`src/rtl/convert_fixed_to_float_v_pkg.sv`:
```
// Shared constants, FSM states and float field layout for the fixed<->float converters.
package convert_fixed_to_float_v_pkg;

    localparam int W      = 32;   // fixed-point and float word width
    localparam int FRAC   = 30;   // fraction bits of the fixed format
    localparam int BIAS   = 127;  // single-precision exponent bias
    localparam int EXP_W  = 8;
    localparam int MANT_W = 23;
    localparam int POS_W  = 5;    // width of a bit position inside a W-bit word

    // Float field slice indices: {sign, exp[7:0], mant[22:0]}
    localparam int SIGN_BIT = 31;
    localparam int EXP_HI   = 30;
    localparam int EXP_LO   = 23;
    localparam int MANT_HI  = 22;
    localparam int MANT_LO  = 0;

    // Exponent of a value whose leading one sits at bit p is BIAS + p - FRAC.
    localparam int EXP_OFFSET = BIAS - FRAC;

    typedef enum logic [2:0] {
        ST_IDLE,
        ST_ABS,
        ST_LZC,
        ST_NORM,
        ST_PACK
    } state_e;

    // Assemble a float word from its three fields.
    function automatic logic [W-1:0] pack_float(input logic              sign,
                                                 input logic [EXP_W-1:0]  exp,
                                                 input logic [MANT_W-1:0] mant);
        logic [W-1:0] f;
        f                   = '0;
        f[SIGN_BIT]         = sign;
        f[EXP_HI:EXP_LO]    = exp;
        f[MANT_HI:MANT_LO]  = mant;
        return f;
    endfunction

endpackage

```
`src/rtl/convert_fixed_to_float_v_lzc.sv`:
```
// Combinational leading-one position encoder for a 32-bit word.
module LZC_32
    import convert_fixed_to_float_v_pkg::*;
(
    input  logic [W-1:0]     data,
    output logic [POS_W-1:0] p,
    output logic             zero
);

    // Scan upward so the highest set bit wins; p is 0 when data is zero.
    always_comb begin
        // NOTE: every combinational output gets a default first so no path leaves it unassigned (no latch).
        p    = '0;
        zero = (data == '0);
        for (int i = 0; i < W; i++) begin
            if (data[i]) begin
                p = POS_W'(i);
            end
        end
    end

endmodule

```
`src/rtl/convert_fixed_to_float_v.sv`:
```
// Four-stage signed fixed-point (Q1.30) to IEEE-754 single-precision converter.
module convert_fixed_to_float_v
    import convert_fixed_to_float_v_pkg::*;
(
    input  logic         CLK,
    input  logic         RST,
    input  logic         START,
    input  logic [W-1:0] FIXED,
    output logic         BUSY,
    output logic         READY,
    output logic [W-1:0] FLOAT
);

    state_e state_q, state_d;

    // Stage registers
    logic [W-1:0]      fixed_q;
    logic              sign_q;
    logic [W-1:0]      mag_q;
    logic [POS_W-1:0]  p_q;
    logic              zero_q;
    logic [EXP_W-1:0]  exp_q;
    logic [MANT_W-1:0] mant_q;
    logic              g_q;
    logic              s_q;

    // Combinational helpers
    logic [POS_W-1:0]  lzc_p;
    logic              lzc_zero;
    logic [W-2:0]      norm_frac;   // bits below the leading one after normalisation
    logic              round_up;
    logic [MANT_W:0]   mant_sum;    // carry bit flags a mantissa overflow
    logic [EXP_W-1:0]  exp_rnd;

    LZC_32 u_lzc (
        .data (mag_q),
        .p    (lzc_p),
        .zero (lzc_zero)
    );

    // State register.
    always_ff @(posedge CLK) begin
        // NOTE: sequential state uses non-blocking assignments so all registers update together at the edge.
        if (RST) begin
            state_q <= ST_IDLE;
        end else begin
            state_q <= state_d;
        end
    end

    // Next-state logic and BUSY decode; the pipeline walks one stage per cycle.
    always_comb begin
        state_d = state_q;
        BUSY    = (state_q != ST_IDLE);
        case (state_q)
            ST_IDLE: if (START) state_d = ST_ABS;
            ST_ABS:  state_d = ST_LZC;
            ST_LZC:  state_d = ST_NORM;
            ST_NORM: state_d = ST_PACK;
            ST_PACK: state_d = ST_IDLE;
            default: state_d = ST_IDLE;
        endcase
    end

    // Normalisation shift and round-to-nearest-even arithmetic.
    always_comb begin
        norm_frac = (W-1)'(mag_q << (POS_W'(W-1) - p_q));
        round_up  = g_q & (s_q | mant_q[0]);
        mant_sum  = {1'b0, mant_q} + (MANT_W+1)'(round_up);
        exp_rnd   = exp_q + EXP_W'(mant_sum[MANT_W]);
    end

    // Datapath: each stage register loads only while the FSM is in its state.
    always_ff @(posedge CLK) begin
        if (RST) begin
            fixed_q <= '0;
            sign_q  <= 1'b0;
            mag_q   <= '0;
            p_q     <= '0;
            zero_q  <= 1'b0;
            exp_q   <= '0;
            mant_q  <= '0;
            g_q     <= 1'b0;
            s_q     <= 1'b0;
            FLOAT   <= '0;
            READY   <= 1'b0;
        end else begin
            READY <= 1'b0;
            case (state_q)
                ST_IDLE: begin
                    if (START) fixed_q <= FIXED;
                end
                ST_ABS: begin
                    // -2^31 negates to itself, which read unsigned is the correct magnitude.
                    sign_q <= fixed_q[W-1];
                    mag_q  <= fixed_q[W-1] ? -fixed_q : fixed_q;
                end
                ST_LZC: begin
                    p_q    <= lzc_p;
                    zero_q <= lzc_zero;
                end
                ST_NORM: begin
                    exp_q  <= EXP_W'(EXP_OFFSET) + EXP_W'(p_q);
                    mant_q <= norm_frac[W-2 -: MANT_W];
                    g_q    <= norm_frac[W-2-MANT_W];
                    s_q    <= |norm_frac[W-3-MANT_W:0];
                end
                ST_PACK: begin
                    // Zero always packs as +0; a mantissa carry has already bumped the exponent.
                    FLOAT <= zero_q ? '0 : pack_float(sign_q, exp_rnd, mant_sum[MANT_W-1:0]);
                    READY <= 1'b1;
                end
                default: ;
            endcase
        end
    end

endmodule

```
`config.mk`:
```
export PLATFORM = sky130hd
export DESIGN_NAME = convert_fixed_to_float_v
export DESIGN_NICKNAME = d
export VERILOG_FILES = /design/src/rtl/convert_fixed_to_float_v_pkg.sv /design/src/rtl/convert_fixed_to_float_v_lzc.sv /design/src/rtl/convert_fixed_to_float_v.sv
export SDC_FILE = /design/constraint.sdc
export NUM_CORES = 1
export LEC_CHECK = 0
export CORE_ASPECT_RATIO = 0.8
export CORE_MARGIN = 4
export CORE_UTILIZATION = 36
export CTS_CLUSTER_SIZE = 10
export DETAILED_ROUTE_END_ITERATION = 12
export GPL_ROUTABILITY_DRIVEN = 0
export PLACE_DENSITY = 0.65
export SLEW_MARGIN = 20
export SYNTH_ARGS = -nofsm -noshare
export SYNTH_HDL_FRONTEND = slang
export SYNTH_HIERARCHICAL = 1
export SYNTH_SLANG_ARGS = --single-unit
```
`constraint.sdc`:
```
create_clock -name CLK -period 3.6 [get_ports CLK]
set_input_delay 0.36 -clock CLK [delete_from_list [all_inputs] [get_ports CLK]]
set_output_delay 0.36 -clock CLK [all_outputs]
set_load 0.02 [all_outputs]
```
==> out/results.ini, run 1 <==
[run_status]
status=complete, no violations

[yosys]
yosys.area.top_type=dfxtp_1
synth_flop_cell=dfxtp_1
seq_area_frac_synth_pct=34.3
synth_top_area_share_pct=34.3
yosys-top-cells-count=dfxtp_1, nand2_1, nor2_1, a21oi_1, clkbuf_1
syn_inst=973
yosysUniqueCellTypes=65
async_flop_share_pct=0
yosys_warnings=6
ys_ff_latch=140
synth_area_leaders=dfxtp_1, mux4_2, nand2_1, nor2_1, mux2i_1
syn_avg_cell_area_um2=8.39
syn_area_mm2=0.00817
yosysMostFrequentCell=dfxtp_1
synth-edff-count=0
syn-num-nets=1013

[worst_setup_path]
cp_data_arrival_time_ns=3.03
crit_fanout=7
cp-end-kind=register
max_stage_delay_ns=0.45
required_ns=3.92
path_class=reg -> reg
startpoint_type=register
crit_slowest_cell=dfxtp_1
r2r_slack_ns=0.89
cp_top_family=simple AND/OR/NAND/NOR gates
path_buf_inv=1
path_cells=nand4_1, nor4_1, buf_4, nand2_1, nor2_1, ha_1, ha_1, and3_1, nand3_1, xnor2_1, a22oi_1, nor2_1

[cts]
cts_htree_levels=4
cts.clk_slew.worst_paths_ns=0.07
ctsResizeCount=0
ctsHoldBuffers=0
cts-root-buf=clkbuf_16
cts.sink_count=140
cts_tree=yes
insertion_delay_ns=0.44
numCtsBuffers=17
ctsLongestPathBuffers=2
cts_setup_buffers=0

[sta]
grt_setup_unrepaired=no
max_freq_ghz=0.369
tightest_slew_ns=1.04
period_share_pct=75.2
finalSetupTns_ns=0
setup_viol=0
slew_viol_final=0
max_slew_margin_pct=30.4
min_period_ns=2.71
skew_ns=0.0215
hold_viol=0

[power_and_ir_drop]
p_comb_share_pct=20.0
p_seq_share_pct=40.2
vdd_drop_max_mv=0.254
power_frac_clock_pct=39.8
netSwitchingPower_w=0.00145
sw_frac_of_total_pct=31.9
power.leakage_nw=3.19
internal_power_w=0.00310
powerDensity_mw_per_mm2=472

[global_routing]
grt_max_degree=58
grt-ovfl-total=0
antenna_found_initial=0
grt_pass1_vias=6811
grtUsageTotal_pct=17.5
grt_pass1_wl_um=35900

[routing]
vias_per_cell=5.53
drtPass1Iterations=5
drtIter0Drc=647
num_vias=7289
finalWirelength_um=21400
drc=0
ant_nets=0
wl_per_cell_um=16.2

[die]
num_rows=49
dieWidth_um=176
num_io_pins=69
die-area_mm2=0.0252
start_util_pct=36.5
die_h_um=143
core-area_mm2=0.0224

[layout]
final_cells=1317
stdcell_area_mm2=0.00963
fin_util_pct=43.0
drive_above_1_share_pct=11.3
layout.nets=1038
area_growth_pct=17.9
antennaDiodeCount=0

[placement]
dpl_cell_area_mm2=0.00903
dp_cells=1285
portBuffers=68
dp_hpwl_um=15100

[hold_path]
min_path_type=in -> reg

[flow_run]
max-cap-violations=0

## layout by cell type (no fill, tap or decap), drive strengths merged, types with 21 or more instances in the layout
cell,n
a211oi,34
a21oi,69
a22oi,22
clkdlybuf4s50,67
dfxtp,140
mux2i,35
mux4,29
nand2,127
nand3,21
nor2,116
nor3,28
o21ai,38
xnor2,24
xor2,33
## per-stage QoR
step	worst slack [ns]	hold WS, ns	total power (W)
global placement	1.06	0.436	0.00275
global route	0.643	0.445	0.00477
CTS	0.921	0.420	0.00456
detailed placement	0.946	0.444	0.00276
floorplan	1.15	0.432	0.00251
finish	0.893	0.424	0.00455
## worst register-to-register path: cells and delay by family (launching register included)
kind                     cells  cell delay, ns
XOR/XNOR                     1            0.14
flip-flops                   1            0.45
buffers and inverters        1            0.19
AO/OA/AOI/OAI                1            0.15
AND/OR/NAND/NOR              7            1.24
adder cells (fa/ha/maj)      2            0.42
## sequential cells by signal (all words and copies together), names as in the netlist, 3 cells and up
register,flops
FLOAT,32
exp_q,8
fixed_q,32
mag_q,32
mant_q,23
p_q,5
state_q,3
## logic make-up after synthesis
group | share of synthesized area (%)
compound gates | 18.4
buf+inv | 4.46
xor+xnor | 6.11
fa+ha+maj | 0.766
simple gates | 21.2
mux | 14.8
flops | 34.3
## routing by layer
metal  global-route usage (%)  vias to the layer above  part of all wire (%)
met2                     25.9                      260                    43
met5                        0                        -                     0
li1                         -                     3586                     -
met3                     5.29                       28                   7.7
met1                     24.8                     3415                    47
met4                     4.72                        0                   1.4
## final timing paths
path / from / endpoint / cells after the start
min reg2reg: FLOAT[15] / FLOAT[15] / 2
max: mant_q[5] / FLOAT[29] / 12
min: RST / p_q[4] / 2
max reg2reg: mant_q[5] / FLOAT[29] / 12
## power by group through the flow
stage / Sequential [W] / Combinational, W / Clock (W)
after floorplan: 0.00175 / 0.000761 / 0
after global placement: 0.00186 / 0.000891 / 0
after detailed placement: 0.00186 / 0.000898 / 0
after CTS: 0.00183 / 0.000901 / 0.00183
after global routing: 0.00185 / 0.00101 / 0.00191
final: 0.00183 / 0.000907 / 0.00181
## area by class of cell
cell class | instances | area [um2]
sequential | 140 | 2810
timing repair buffer | 82 | 783
clock inverter | 13 | 154
inverter | 14 | 52.6
multi-input combinational | 743 | 5010
clock buffer | 19 | 443
fill | 2214 | 12700
tap | 306 | 383
No activity file was read; power rests on OpenSTA's default activity.
==> inputs of run 2 (changes only) <==
--- a/config.mk
+++ b/config.mk
@@ -11,7 +11,7 @@
 export CTS_CLUSTER_SIZE = 10
 export DETAILED_ROUTE_END_ITERATION = 12
 export GPL_ROUTABILITY_DRIVEN = 0
-export PLACE_DENSITY = 0.65
+export PLACE_DENSITY = 0.67
 export SLEW_MARGIN = 20
 export SYNTH_ARGS = -nofsm -noshare
 export SYNTH_HDL_FRONTEND = slang
==> constraint.sdc (replaced) <==
create_clock -name CLK -period 2.3 [get_ports CLK]
set_input_delay 0.23 -clock CLK [delete_from_list [all_inputs] [get_ports CLK]]
set_output_delay 0.23 -clock CLK [all_outputs]
set_load 0.02 [all_outputs]
==> run 2 against run 1 <==
Maximum frequency increased by 23%. Wire length increased by 6.8%. Cell count increased by 4.2%. Utilization increased by 2.4 points.
==> out/results.ini, run 2 (synthesized netlist as in run 1, its figures left out) <==
[run_status]
status=complete, no violations  ; unchanged

[sta]
max_slew_margin_pct=36.2  ; was 30.4%
setup_viol=0  ; unchanged
hold_viol=0  ; unchanged
fin_hold_ws_ns=0.237  ; was 0.424 ns
min_period_ns=2.20  ; was 2.71 ns
slew_viol_final=0  ; unchanged
max_freq_ghz=0.454  ; was 0.369 GHz
skew_ns=0.0166  ; was 0.0215 ns
tightest_slew_ns=0.954  ; was 1.04 ns
period_share_pct=95.7  ; was 75.2%
finalSetupTns_ns=0  ; unchanged
postLayoutSetupSlackWorst_ns=0.0986  ; was 0.893 ns
grt_setup_unrepaired=yes  ; was no

[layout]
stdcell_area_mm2=0.0102  ; was 0.00963 mm2
drive_above_1_share_pct=16.6  ; was 11.3%
fin_util_pct=45.4  ; was 43.0%
antennaDiodeCount=0  ; unchanged
area_growth_pct=24.5  ; was 17.9%
top_regs=FLOAT (32), fixed_q (32), mag_q (32)  ; unchanged
final_cell_mix=dfxtp_1, nand2_1, nor2_1, a21oi_1, clkdlybuf4s50_1  ; unchanged
final_common_cell=dfxtp_1  ; unchanged
layout.nets=1093  ; was 1038

[worst_setup_path]
cp-end-kind=register  ; unchanged
r2r_cells=11  ; was 12
path_buf_inv=0  ; was 1
cp_data_arrival_time_ns=2.51  ; was 3.03 ns
required_ns=2.61  ; was 3.92 ns
crit_fanout=2  ; was 7
reg2reg_to=FLOAT[29]  ; unchanged
cp_top_family=simple AND/OR/NAND/NOR gates  ; unchanged
r2r_start=mant_q[7]  ; was mant_q[5]
crit_slowest_cell=dfxtp_1  ; unchanged
startpoint=mant_q[7]  ; was mant_q[5]
worstSetupEndpoint=FLOAT[29]  ; unchanged
r2r_slack_ns=0.1  ; was 0.89 ns
max_stage_delay_ns=0.34  ; was 0.45 ns
path_cells=nand4_1, nor4_4, nand2_2, nor2_4, ha_4, ha_2, and3_4, nand3_1, xnor2_1, a22oi_1, nor2_1  ; was nand4_1, nor4_1, buf_4, nand2_1, nor2_1, ha_1, ha_1, and3_1, nand3_1, xnor2_1, a22oi_1, nor2_1
startpoint_type=register  ; unchanged
path_depth=11  ; was 12
path_class=reg -> reg  ; unchanged

[routing]
drc=0  ; unchanged
wl_per_cell_um=16.6  ; was 16.2 um
num_vias=7647  ; was 7289
vias_per_cell=5.57  ; was 5.53
finalWirelength_um=22800  ; was 21400 um
ant_nets=0  ; unchanged
drtPass1Iterations=6  ; was 5
drtIter0Drc=692  ; was 647

[die]
die-area_mm2=0.0252  ; unchanged
core-area_mm2=0.0224  ; unchanged
dieWidth_um=176  ; unchanged
num_io_pins=69  ; unchanged
num_rows=49  ; unchanged
start_util_pct=36.5  ; unchanged
die_h_um=143  ; unchanged

[cts]
cts_tree=yes  ; unchanged
insertion_delay_ns=0.44  ; about the same
cts.sink_count=140  ; unchanged
cts-root-buf=clkbuf_16  ; unchanged
ctsLongestPathBuffers=2  ; unchanged
cts.clk_slew.worst_paths_ns=0.07  ; about the same
ctsHoldBuffers=0  ; unchanged
numCtsBuffers=17  ; unchanged
cts_htree_levels=4  ; unchanged

[flow_run]
max-cap-violations=0  ; unchanged

[global_routing]
grt_pass1_vias=6993  ; was 6811
antenna_found_initial=0  ; unchanged
grt-ovfl-total=0  ; unchanged
grt_pass1_wl_um=37500  ; was 35900 um
grtUsageTotal_pct=18.3  ; was 17.5%
grt_max_degree=58  ; unchanged

[power_and_ir_drop]
power.leakage_nw=3.51  ; was 3.19 nW
vdd_drop_max_mv=0.504  ; was 0.254 mV
powerDensity_mw_per_mm2=705  ; was 472 mW/mm2

[placement]
portBuffers=68  ; unchanged
dp_hpwl_um=16300  ; was 15100 um
dpl_cell_area_mm2=0.00949  ; was 0.00903 mm2
preCtsSetupSlack_ns=0.0115  ; was 0.946 ns

[hold_path]
min_path_type=in -> reg  ; unchanged

run 2: area by class of cell:
type / instances / area [um2]
well taps: 306 / 383
multi-input cells: 743 / 5070
repair buffers: 137 / 1260
inverters: 14 / 52.6
flip-flops and latches: 140 / 2810
fillers: 2165 / 12200
clock buffers: 17 / 425
clock inverters: 15 / 168
run 2: worst register-to-register path, delay by kind of cell (launching register included):
family          cells  cell delay (ns)
flops               1             0.34
fa+ha+maj           2             0.32
compound gates      1             0.15
xor+xnor            1             0.13
simple gates        7             1.12
run 2: worst min path at each step:
| stage | start | to | slack, ns | cells past startpoint |
|---|---|---|---|---|
| after CTS | RST | FLOAT[25] | 0.23 | 2 |
| after detailed placement | FLOAT[12] | FLOAT[12] | 0.44 | 2 |
| final | RST | FLOAT[25] | 0.24 | 2 |
| after global routing | RST | FLOAT[27] | 0.27 | 2 |
| after global placement | FLOAT[14] | FLOAT[14] | 0.44 | 2 |
| after floorplan | FIXED[11] | fixed_q[11] | 0.37 | 2 |
run 2: metal layers:
metal,track usage [%],routed length [um],vias up
li1,-,-,3718
met1,26.9,10900,3641
met2,27.7,10000,258
met3,3.36,1510,30
met4,5.09,348,0
met5,0,0,-
run 2: repair_timing:
action | CTS | global route
buffers inserted | 3 | 0
pin swaps | 4 | 1
endpoints found under the setup margin | 1 | 12
resized for setup | 6 | 6
run 2: report_power, final:
group | leakage (nW) | internal [W] | switching [W] | total, W
Sequential | 1.14 | 0.00255 | 0.000247 | 0.00280
Combinational | 2.08 | 0.000725 | 0.000889 | 0.00161
Clock | 0.288 | 0.00146 | 0.00129 | 0.00276
run 2: through the flow:
step,instances,total power [W]
2_1_floorplan,973,0.00393
3_3_place_gp,1337,0.00440
3_5_place_dp,1337,0.00443
4_1_cts,1372,0.00719
5_1_grt,1372,0.00750
6_report,1372,0.00717
